File: config.mk
export PLATFORM = sky130hd
export DESIGN_NAME = ex_muldiv_unit
export DESIGN_NICKNAME = d
export VERILOG_FILES = /design/src/rtl/mips_pkg.sv /design/src/rtl/muldiv_step.sv /design/src/rtl/ex_muldiv_unit.sv
export SDC_FILE = /design/constraint.sdc
export NUM_CORES = 1
export LEC_CHECK = 0
export ABC_AREA = 1
export CAP_MARGIN = 30
export CORE_MARGIN = 5
export CORE_UTILIZATION = 40
export CTS_CLUSTER_DIAMETER = 30
export DETAILED_ROUTE_END_ITERATION = 7
export PLACE_DENSITY = 0.61
export SYNTH_ARGS = -nofsm -noshare
export SYNTH_HDL_FRONTEND = slang
export SYNTH_HIERARCHICAL = 1
export SYNTH_SLANG_ARGS = --single-unit
File: constraint.sdc
create_clock -name Clk -period 5.45 [get_ports Clk]
set_input_delay 1.09 -clock Clk [delete_from_list [all_inputs] [get_ports Clk]]
set_output_delay 1.09 -clock Clk [all_outputs]
set_load 0.01 [all_outputs]
File: src/rtl/mips_pkg.sv
// Shared multiply/divide definitions: operation codes, unit state and datapath widths.
package mips_pkg;

    localparam int WIDTH = 32;
    localparam int CNT_W = 5;

    // Codes 3'b110 and 3'b111 are accepted but do nothing.
    typedef enum logic [2:0] {
        MD_MULT  = 3'b000,
        MD_MULTU = 3'b001,
        MD_DIV   = 3'b010,
        MD_DIVU  = 3'b011,
        MD_MTHI  = 3'b100,
        MD_MTLO  = 3'b101
    } md_op_e;

    typedef enum logic [1:0] {
        IDLE = 2'd0,
        RUN  = 2'd1,
        FIX  = 2'd2
    } md_state_e;

endpackage

File: src/rtl/muldiv_step.sv
// One iteration of the shared datapath: LSB-first shift-add multiply or restoring divide
// on a {high, low} accumulator pair.
module muldiv_step #(
    parameter int WIDTH = mips_pkg::WIDTH
) (
    input  logic                 is_div,
    input  logic [2*WIDTH-1:0]   acc,
    input  logic [WIDTH-1:0]     b,
    output logic [2*WIDTH-1:0]   acc_next
);

    logic [WIDTH:0]   sum;
    logic [WIDTH:0]   shifted_rem;
    logic             rem_ge;
    logic [WIDTH-1:0] diff;

    always_comb begin
        sum         = {1'b0, acc[2*WIDTH-1:WIDTH]} + (acc[0] ? {1'b0, b} : '0);
        shifted_rem = acc[2*WIDTH-1:WIDTH-1];
        rem_ge      = shifted_rem >= {1'b0, b};
        // Only consumed when rem_ge, so the true difference is below 2^WIDTH.
        diff        = shifted_rem[WIDTH-1:0] - b;
        if (is_div)
            acc_next = rem_ge ? {diff, acc[WIDTH-2:0], 1'b1} : {acc[2*WIDTH-2:0], 1'b0};
        else
            acc_next = {sum, acc[WIDTH-1:1]};
    end

endmodule

File: src/rtl/ex_muldiv_unit.sv
// EX-stage iterative multiply/divide unit owning HI/LO.
// Optional MULDIV_FAST_MULT_EN: MULT/MULTU complete in one cycle through a full multiplier.
module ex_muldiv_unit
    import mips_pkg::*;
#(
    parameter int WIDTH = mips_pkg::WIDTH,
    parameter int CNT_W = mips_pkg::CNT_W
) (
    input  logic             Clk,
    input  logic             Reset,
    input  logic             Start,
    input  logic [2:0]       Op,
    input  logic [WIDTH-1:0] A,
    input  logic [WIDTH-1:0] B,
    input  logic             Abort,
    output logic             Busy,
    output logic             Done,
    output logic             DivByZero,
    output logic [WIDTH-1:0] Hi,
    output logic [WIDTH-1:0] Lo
);

    md_state_e          state_q, state_d;
    logic [CNT_W-1:0]   cnt_q, cnt_d;
    logic [2*WIDTH-1:0] acc_q, acc_d;
    logic [WIDTH-1:0]   b_q, b_d;
    logic               is_div_q, is_div_d;
    logic               neg_p_q, neg_p_d;   // product or quotient sign
    logic               neg_r_q, neg_r_d;   // remainder sign
    logic               div0_q, div0_d;
    logic [WIDTH-1:0]   hi_q, hi_d, lo_q, lo_d;
    logic               busy_q, busy_d, done_q, done_d, dbz_q, dbz_d;

    logic               signed_op, is_div_op, iter_op;
    logic [WIDTH-1:0]   a_abs, b_abs, quo, rem;
    logic [2*WIDTH-1:0] step_out;
`ifdef MULDIV_FAST_MULT_EN
    logic [2*WIDTH-1:0] fast_mag, fast_prod;
`endif

    muldiv_step #(.WIDTH(WIDTH)) u_step (
        .is_div   (is_div_q),
        .acc      (acc_q),
        .b        (b_q),
        .acc_next (step_out)
    );

    always_comb begin
        signed_op = (Op == MD_MULT) || (Op == MD_DIV);
        is_div_op = (Op == MD_DIV) || (Op == MD_DIVU);
`ifdef MULDIV_FAST_MULT_EN
        iter_op   = is_div_op;
`else
        iter_op   = is_div_op || (Op == MD_MULT) || (Op == MD_MULTU);
`endif
        a_abs     = (signed_op && A[WIDTH-1]) ? -A : A;
        b_abs     = (signed_op && B[WIDTH-1]) ? -B : B;
        quo       = acc_q[WIDTH-1:0];
        rem       = acc_q[2*WIDTH-1:WIDTH];
`ifdef MULDIV_FAST_MULT_EN
        fast_mag  = {{WIDTH{1'b0}}, a_abs} * {{WIDTH{1'b0}}, b_abs};
        fast_prod = (signed_op && (A[WIDTH-1] ^ B[WIDTH-1])) ? -fast_mag : fast_mag;
`endif

        state_d  = state_q;
        cnt_d    = cnt_q;
        acc_d    = acc_q;
        b_d      = b_q;
        is_div_d = is_div_q;
        neg_p_d  = neg_p_q;
        neg_r_d  = neg_r_q;
        div0_d   = div0_q;
        hi_d     = hi_q;
        lo_d     = lo_q;
        done_d   = 1'b0;
        dbz_d    = 1'b0;

        if (Abort) begin
            state_d = IDLE;
        end else begin
            case (state_q)
                IDLE: if (Start) begin
                    if (iter_op) begin
                        state_d  = RUN;
                        cnt_d    = '1;
                        acc_d    = {{WIDTH{1'b0}}, a_abs};
                        b_d      = b_abs;
                        is_div_d = is_div_op;
                        neg_p_d  = signed_op && (A[WIDTH-1] ^ B[WIDTH-1]);
                        neg_r_d  = (Op == MD_DIV) && A[WIDTH-1];
                        div0_d   = is_div_op && (B == '0);
                    end else if (Op == MD_MTHI) begin
                        hi_d   = A;
                        done_d = 1'b1;
                    end else if (Op == MD_MTLO) begin
                        lo_d   = A;
                        done_d = 1'b1;
                    end
`ifdef MULDIV_FAST_MULT_EN
                    else if ((Op == MD_MULT) || (Op == MD_MULTU)) begin
                        {hi_d, lo_d} = fast_prod;
                        done_d       = 1'b1;
                    end
`endif
                end
                RUN: begin
                    acc_d = step_out;
                    if (cnt_q == '0) state_d = FIX;
                    else             cnt_d   = cnt_q - 1'b1;
                end
                FIX: begin
                    state_d = IDLE;
                    done_d  = 1'b1;
                    dbz_d   = div0_q;
                    if (is_div_q) begin
                        // Divisor 0 leaves remainder = |A|; re-signing it restores A.
                        lo_d = div0_q ? '1 : (neg_p_q ? -quo : quo);
                        hi_d = neg_r_q ? -rem : rem;
                    end else begin
                        {hi_d, lo_d} = neg_p_q ? -acc_q : acc_q;
                    end
                end
                default: state_d = IDLE;
            endcase
        end
        busy_d = (state_d != IDLE);
    end

    always_ff @(posedge Clk) begin
        if (Reset) begin
            state_q  <= IDLE;
            cnt_q    <= '0;
            acc_q    <= '0;
            b_q      <= '0;
            is_div_q <= 1'b0;
            neg_p_q  <= 1'b0;
            neg_r_q  <= 1'b0;
            div0_q   <= 1'b0;
            hi_q     <= '0;
            lo_q     <= '0;
            busy_q   <= 1'b0;
            done_q   <= 1'b0;
            dbz_q    <= 1'b0;
        end else begin
            state_q  <= state_d;
            cnt_q    <= cnt_d;
            acc_q    <= acc_d;
            b_q      <= b_d;
            is_div_q <= is_div_d;
            neg_p_q  <= neg_p_d;
            neg_r_q  <= neg_r_d;
            div0_q   <= div0_d;
            hi_q     <= hi_d;
            lo_q     <= lo_d;
            busy_q   <= busy_d;
            done_q   <= done_d;
            dbz_q    <= dbz_d;
        end
    end

    assign Busy      = busy_q;
    assign Done      = done_q;
    assign DivByZero = dbz_q;
    assign Hi        = hi_q;
    assign Lo        = lo_q;

endmodule

## Word level (Yosys, flattened, before mapping)

Cells that the tools add are included.

| operators by class | value |
|---|---|
| $add $sub $neg | 8 |
| $lt $le $gt $ge | 1 |
| equal/unequal tests | 14 |
| muxes and demuxes | 37 |
| bitwise logic cells | 3 |
| reductions and logical operators | 23 |

Operators by type and width:

| operator | number |
|---|---|
| 32-bit 2-to-1 mux | 15 |
| 64-bit 2-to-1 mux | 5 |
| 32-bit negation | 4 |
| 32-bit one-hot mux with 2 select lines | 2 |
| 64-bit one-hot mux with 2 select lines | 1 |
| 64-bit negation | 1 |
| 32-bit by 33-bit adder with 33-bit output | 1 |
| 33-bit by 32-bit >= comparator with 1-bit output | 1 |
| 32-bit logical NOT | 1 |
| 32-bit subtractor | 1 |
| 5-bit 2-to-1 mux | 3 |
| 2-bit != test (second input constant) | 7 |
| 5-bit one-hot mux with 2 select lines | 1 |
| 5-bit AND reduction | 2 |
| 2-bit 2-to-1 mux | 4 |
| 4-bit AND reduction | 2 |
| 3-bit by 2-bit equality test with 1-bit output (second input constant) | 2 |
| 3-bit equality test (second input constant) | 2 |
| 6-bit AND reduction | 1 |
| 2-bit nonzero test | 3 |
| 1-bit logical AND | 5 |
| 5-bit logical NOT | 1 |
| 5-bit by 1-bit subtractor with 5-bit output (second input constant) | 1 |
| 1-bit logical OR | 4 |
| other kinds (12) | 16 |

| storage, ports and cells | value |
|---|---|
| flip-flop bits (word level) | 174 |
| input bits | 71 |
| output and inout bits | 67 |
| word-level logic and storage cells | 99 |

## Longest topological paths before layout

| logic depth | value |
|---|---|
| depth in word-level cells | 9 |
| depth in mapped cells | 19 |
| depth with buffers taken out | 18 |

## Hierarchy

Netlist, hierarchy kept.

By module, submodules not included:

| module | instances | cells an instance | area an instance (um^2) | seq. area each (um^2) |
|---|---|---|---|---|
| ex_muldiv_unit | 1 | 1,969 | 11,508.5 | 3,483.3 |
| muldiv_step | 1 | 1,274 | 6,209.7 | 0.0 |

## Worst setup path before layout

No wires, ideal clock.

| path | value |
|---|---|
| kind | reg2reg |
| start point | register acc_q[0] |
| end point | register acc_q[63] |
| data arrival time | 2,361 ps |
| path slack | 2,957 ps |
| cell stages (with the launch flop) | 20 |
| period minus slack after synthesis | 2,493 ps |
| path through | dfxtp_1 clkbuf_1 clkbuf_1 nand2_1 inv_1 ha_1 fa_1 nand2_1 nand2_1 and2_1 a21oi_1 inv_1 nand2_1 nand3_1 nand2_1 nand2_1 nand2_1 nand2_1 nand2_1 a21oi_1 |

| between the ends | value |
|---|---|
| word-level cells in the longest chain between the ends | 4 |

Ends and longest elaborated chain:

| element | RTL line | text |
|---|---|---|
| from (decl) | ex_muldiv_unit.sv:25 | `logic [2*WIDTH-1:0] acc_q, acc_d;` |
| from (signal assigned) | ex_muldiv_unit.sv:133 | `acc_q <= '0;` |
| from (signal assigned) | ex_muldiv_unit.sv:147 | `acc_q <= acc_d;` |
| 32-bit 2-to-1 mux | muldiv_step.sv:18 | `sum = {1'b0, acc[2*WIDTH-1:WIDTH]} + (acc[0] ? {1'b0, b} : '0);` |
| 32-bit by 33-bit adder with 33-bit output | muldiv_step.sv:18 |  |
| 64-bit 2-to-1 mux | muldiv_step.sv:23 | `if (is_div)` |
| via step_out[63] | ex_muldiv_unit.sv:36 | `logic [2*WIDTH-1:0] step_out;` |
| 64-bit one-hot mux with 2 select lines | ex_muldiv_unit.sv:81 | `case (state_q)` |

The timed path passes the listed nets, and every way through them passes these cells.
A chain may end at the register's enable or synchronous reset.

## Worst setup path in the final report

| path | value |
|---|---|
| start point | input port Op[0] |
| end point | register b_q[19] |

| between the ends | value |
|---|---|
| word-level cells in the longest chain between the ends | 5 |
| elaborated cells on any way between the ends | 11 |
| those cells by class | eq/ne (3); mux (1); reduce/logical (7) |

Ends and longest elaborated chain:

| element | RTL line | text |
|---|---|---|
| from (decl) | ex_muldiv_unit.sv:12 | `input logic [2:0] Op,` |
| 3-bit by 2-bit equality test with 1-bit output (on tied branches) | ex_muldiv_unit.sv:49, ex_muldiv_unit.sv:50 |  |
| 1-bit logical OR | ex_muldiv_unit.sv:50 | `is_div_op = (Op == MD_DIV) \|\| (Op == MD_DIVU);` |
| 1-bit logical OR (2 in series) | ex_muldiv_unit.sv:54 | `iter_op = is_div_op \|\| (Op == MD_MULT) \|\| (Op == MD_MULTU);` |
| 4-bit AND reduction (no line) | n/a |  |
| to (signal assigned) | ex_muldiv_unit.sv:134 | `b_q <= '0;` |
| to (signal assigned) | ex_muldiv_unit.sv:148 | `b_q <= b_d;` |
| to (decl) | ex_muldiv_unit.sv:26 | `logic [WIDTH-1:0] b_q, b_d;` |

Several ways; a longest one is shown, not always the timed one.

==> impl_results.md <==
- Combinational Power Share: 28.9%
- Post-detailed-placement half-perimeter wirelength: 66.8 mm
- Max_slew headroom: 30.5%
- Sequential Area: 3490 um2
- Hold Path Class: register to register
- DRT Pass-1 Iters: 7
- Net count after synthesis: 3386
- Count of buffers added by post-CTS timing repair for setup: 0
- Switching fraction of total power: 38.0%
- Fraction of the cycle the final worst path needs: 66.1%
- Clock tree from TritonCTS: done
- Worst Setup SP: Op[0]
- Number of cells on the worst reg-to-reg path: 16
- Area contributors post-synth: sky130_fd_sc_hd__nand2_1 (21%), sky130_fd_sc_hd__dfxtp_1 (20%), sky130_fd_sc_hd__nor2_1 (9.7%), sky130_fd_sc_hd__inv_1 (8.5%), sky130_fd_sc_hd__nand3_1 (7.9%)
- Worst reg2reg endpoint: acc_q[48]$_SDFFE_PP0P_
- Fraction of layout cells with a size suffix above 1: 4.01%
- Final std cell area, no fill: 20000 um2
- CTS H-Tree Depth: 4
- Class of the most critical setup path: input port to register
- Cells resized by post-CTS repair: 0
- Nature of the critical path startpoint: input port
- Setup TNS: 0 ns
- Netlist area before placement: 17700 um2
- Final count of hold timing violations: 0
- Cell leakage power: 0.00996 uW
- CTS hold repair buffers: 0
- CTS Buffer Depth: 2
- Global-route wire length before repair: 122 mm
- Number of standard-cell rows in the floorplan: 77
- Number of warnings reported in the yosys synthesis log: 6
- Detailed router's first-iteration violation count: 2657
- Max-slew violation total from the final report: 0
- Final core utilization: 45.5%
- IO buf count: 137
- R2r startpoint: acc_q[37]$_SDFFE_PP0P_
- Global route overflow: 0
- # clock sinks: 174
- Net switching power figure: 1430 uW
- Number of antenna violations at the first check in global routing: 1
- Total routing usage reported by global routing: 33.2%
- Max Clock Skew: 0.0199 ns
- Placer congestion estimate: 1.02
- Slack of the worst reg-to-reg path: 2.06 ns
- Synthesized instance count: 3243
- Worst voltage drop across the vdd grid: 0.175 mV
- Maximum fanout count along the critical path: 23
- Post-synthesis average cell area: 5.46 um2
- Largest area contributor in the netlist: sky130_fd_sc_hd__nand2_1
- Top Ports: 138
- Power density over the cells: 188 nW/um2
- Register clock-pin slew on the reported worst setup and hold paths: 0.07 ns
- Flip-flop cell with the highest count after synthesis: sky130_fd_sc_hd__dfxtp_1
- Worst endpoint data arrival time: 3.99 ns
- CP required: 5.84 ns
- Crit path time final: 3.60 ns
- Total detailed-routing wirelength: 82.7 mm
- Number of nets in the final layout: 3445
- Synth cell types: 47
- Clock insertion delay at the later pin of the skew report: 0.50 ns
- Status: finished, final reports clean
- Clock root buffer master: sky130_fd_sc_hd__clkbuf_16
- Overall Power: 3770 uW
- Area delta synth->final: 13.0%
- FF+latch count, synth: 174
- Proportion of netlist area held by the largest area contributor: 20.8%
- Via count: 21.7k
- Fraction of registers with async set or reset after synthesis: 0%
- Remaining routing DRC violations: 0
- Kind of capture point of the worst setup path: register
- Maximum number of pins on one net before global-route repair: 76
- Die ar.: 48600 um2
- Reg power frac: 37.2%
- Via count of the first global-routing pass: 19.8k
- Capture point of the critical path: b_q[19]$_SDFFE_PP0P_
- Clock power share: 33.9%
- Post-synthesis sequential area ratio: 19.7%
- Actual slew at the worst max-slew pin: 1.04 ns
- Die Height: 220 um
- Setup Viol. Count Final: 0
- X dimension of the die: 220 um
- Number of nets with antenna violations after routing: 0
- Average detailed-routed wire length per instance: 21.2 um
- Number of violations of the max-capacitance limit: 0
- Number of enable flip-flop cells after synthesis: 0
- Post-placement cell area: 19400 um2
- Initial core utilization: 40.2%
- Setup repair after global routing missed its margin: false
- Max frequency: 0.278 GHz
- Internal cell power: 2340 uW
- Inserted Clock Buffers: 17
- Standard cell core area: 44000 um2
- Area of the multi-input gates: 12100 um2
- Number of filler instances in the final layout: 4906
- Via-to-Cell Ratio: 5.57
[final cells by class]
cell class	count	area share, %
Sequential cell	174	17.4
Antenna cell	1	0.0125
Clock buffer	17	2.12
Inverter	417	7.82
Timing Repair Buffer	155	7.50
Multi-Input combinational cell	2537	60.6
Tap cell	592	3.70
Clock inverter	13	0.806
[metal layers]
metal	GRT usage [%]	wire length, um	up-vias
li1	-	-	10500
met1	47.8	38000	10100
met2	49.8	35200	990
met3	6.98	7180	128
met4	10.2	2410	0
met5	0	0	-
[power groups by stage]
stage | clock [uW] | sequential [uW] | combinational (uW)
after floorplan | 0 | 1380 | 712
after global placement | 0 | 1430 | 1050
after detailed placement | 0 | 1430 | 1060
after CTS | 1300 | 1400 | 1060
after global routing | 1350 | 1410 | 1200
final | 1280 | 1400 | 1090
[Yosys cell counts (all sizes together), types with 3 or more instances]
| cell type | number |
|---|---|
| nand3 | 293 |
| o221ai | 6 |
| nand4 | 28 |
| a21oi | 238 |
| ha | 70 |
| a31oi | 10 |
| o21a | 7 |
| inv | 414 |
| xnor2 | 20 |
| nand3b | 34 |
| o21bai | 6 |
| nor3 | 26 |
| or2 | 20 |
| nor2 | 477 |
| o211ai | 16 |
| nand2 | 989 |
| and2 | 4 |
| a21o | 3 |
| o21ai | 242 |
| buf | 50 |
| o22ai | 6 |
| clkinv | 3 |
| dfxtp | 174 |
| clkbuf | 65 |
| o31ai | 4 |
| xor2 | 32 |
[logic make-up (layout without fill, tap and decap cells)]
logic type	after synthesis	after routing	synth area share [%]
XOR/XNOR	52	52	2.57
adder cells (fa/ha/maj)	72	72	5.17
flip-flops	174	174	19.7
other	0	1	0
AO/OA/AOI/OAI	539	539	16.2
AND/OR/NAND/NOR	1874	1874	44.5
buffers and inverters	532	602	11.9
[placed cells by master, fill, tap and decap left out, types with 4 or more instances in the layout]
master and instances:
sky130_fd_sc_hd__nand2_2 6, sky130_fd_sc_hd__xor2_1 32, sky130_fd_sc_hd__nand3_2 12, sky130_fd_sc_hd__nor2_1 460, sky130_fd_sc_hd__and2_1 4, sky130_fd_sc_hd__or2_2 18, sky130_fd_sc_hd__inv_1 399, sky130_fd_sc_hd__nor3_1 25
sky130_fd_sc_hd__nor2_2 10, sky130_fd_sc_hd__a21oi_1 234, sky130_fd_sc_hd__o21bai_1 6, sky130_fd_sc_hd__a31oi_1 10, sky130_fd_sc_hd__o21ai_1 26, sky130_fd_sc_hd__o31ai_1 4, sky130_fd_sc_hd__o211ai_1 16, sky130_fd_sc_hd__nand2_1 981
sky130_fd_sc_hd__nor2_4 6, sky130_fd_sc_hd__o22ai_1 6, sky130_fd_sc_hd__xnor2_1 20, sky130_fd_sc_hd__clkdlybuf4s50_1 136, sky130_fd_sc_hd__clkbuf_16 17, sky130_fd_sc_hd__o21ai_2 6, sky130_fd_sc_hd__nand3b_1 34, sky130_fd_sc_hd__ha_1 70
sky130_fd_sc_hd__inv_2 15, sky130_fd_sc_hd__nand3_1 281, sky130_fd_sc_hd__o21a_1 7, sky130_fd_sc_hd__dfxtp_1 171, sky130_fd_sc_hd__a21oi_2 4, sky130_fd_sc_hd__o221ai_1 6, sky130_fd_sc_hd__o21ai_0 210, sky130_fd_sc_hd__nand4_1 28
sky130_fd_sc_hd__buf_4 18
[through the flow]
stage          cells  setup WS [ns]  hold WS, ns
2_1_floorplan   3243           2.96        0.431
3_3_place_gp    3875           1.41        0.454
3_5_place_dp    3875           1.38        0.465
4_1_cts         3905           1.89        0.482
5_1_grt         3905           1.55        0.512
6_report        3906           1.85        0.477
[flip-flops by register name, summed over array words and instances (netlist names)]
signal	cells
neg_p_q	1
div0_q	1
DivByZero	1
b_q	32
Lo	32
is_div_q	1
Done	1
acc_q	64
Hi	32
state_q	2
neg_r_q	1
Busy	1
cnt_q	5
[worst max-delay path: stages]
cell and delay (ns):
sky130_fd_sc_hd__clkdlybuf4s50_1 0.48, sky130_fd_sc_hd__nor2_1 0.16, sky130_fd_sc_hd__nand2_1 0.06, sky130_fd_sc_hd__nand2_1 0.39, sky130_fd_sc_hd__nand2_1 0.48, sky130_fd_sc_hd__inv_1 0.69, sky130_fd_sc_hd__o21ai_0 0.25, sky130_fd_sc_hd__a21oi_1 0.17
sky130_fd_sc_hd__o21ai_0 0.12, sky130_fd_sc_hd__nand2_1 0.07, sky130_fd_sc_hd__inv_1 0.03
[worst min path at each step]
stage                          start  cells after the start               endpoint
2_1_floorplan  cnt_q[0]$_SDFFE_PP0P_                      1  cnt_q[0]$_SDFFE_PP0P_
3_3_place_gp   cnt_q[0]$_SDFFE_PP0P_                      1  cnt_q[0]$_SDFFE_PP0P_
3_5_place_dp   cnt_q[0]$_SDFFE_PP0P_                      1  cnt_q[0]$_SDFFE_PP0P_
4_1_cts        cnt_q[0]$_SDFFE_PP0P_                      1  cnt_q[0]$_SDFFE_PP0P_
5_1_grt        cnt_q[0]$_SDFFE_PP0P_                      1  cnt_q[0]$_SDFFE_PP0P_
6_report       cnt_q[0]$_SDFFE_PP0P_                      1  cnt_q[0]$_SDFFE_PP0P_
Power figures use the tool's default switching activity.
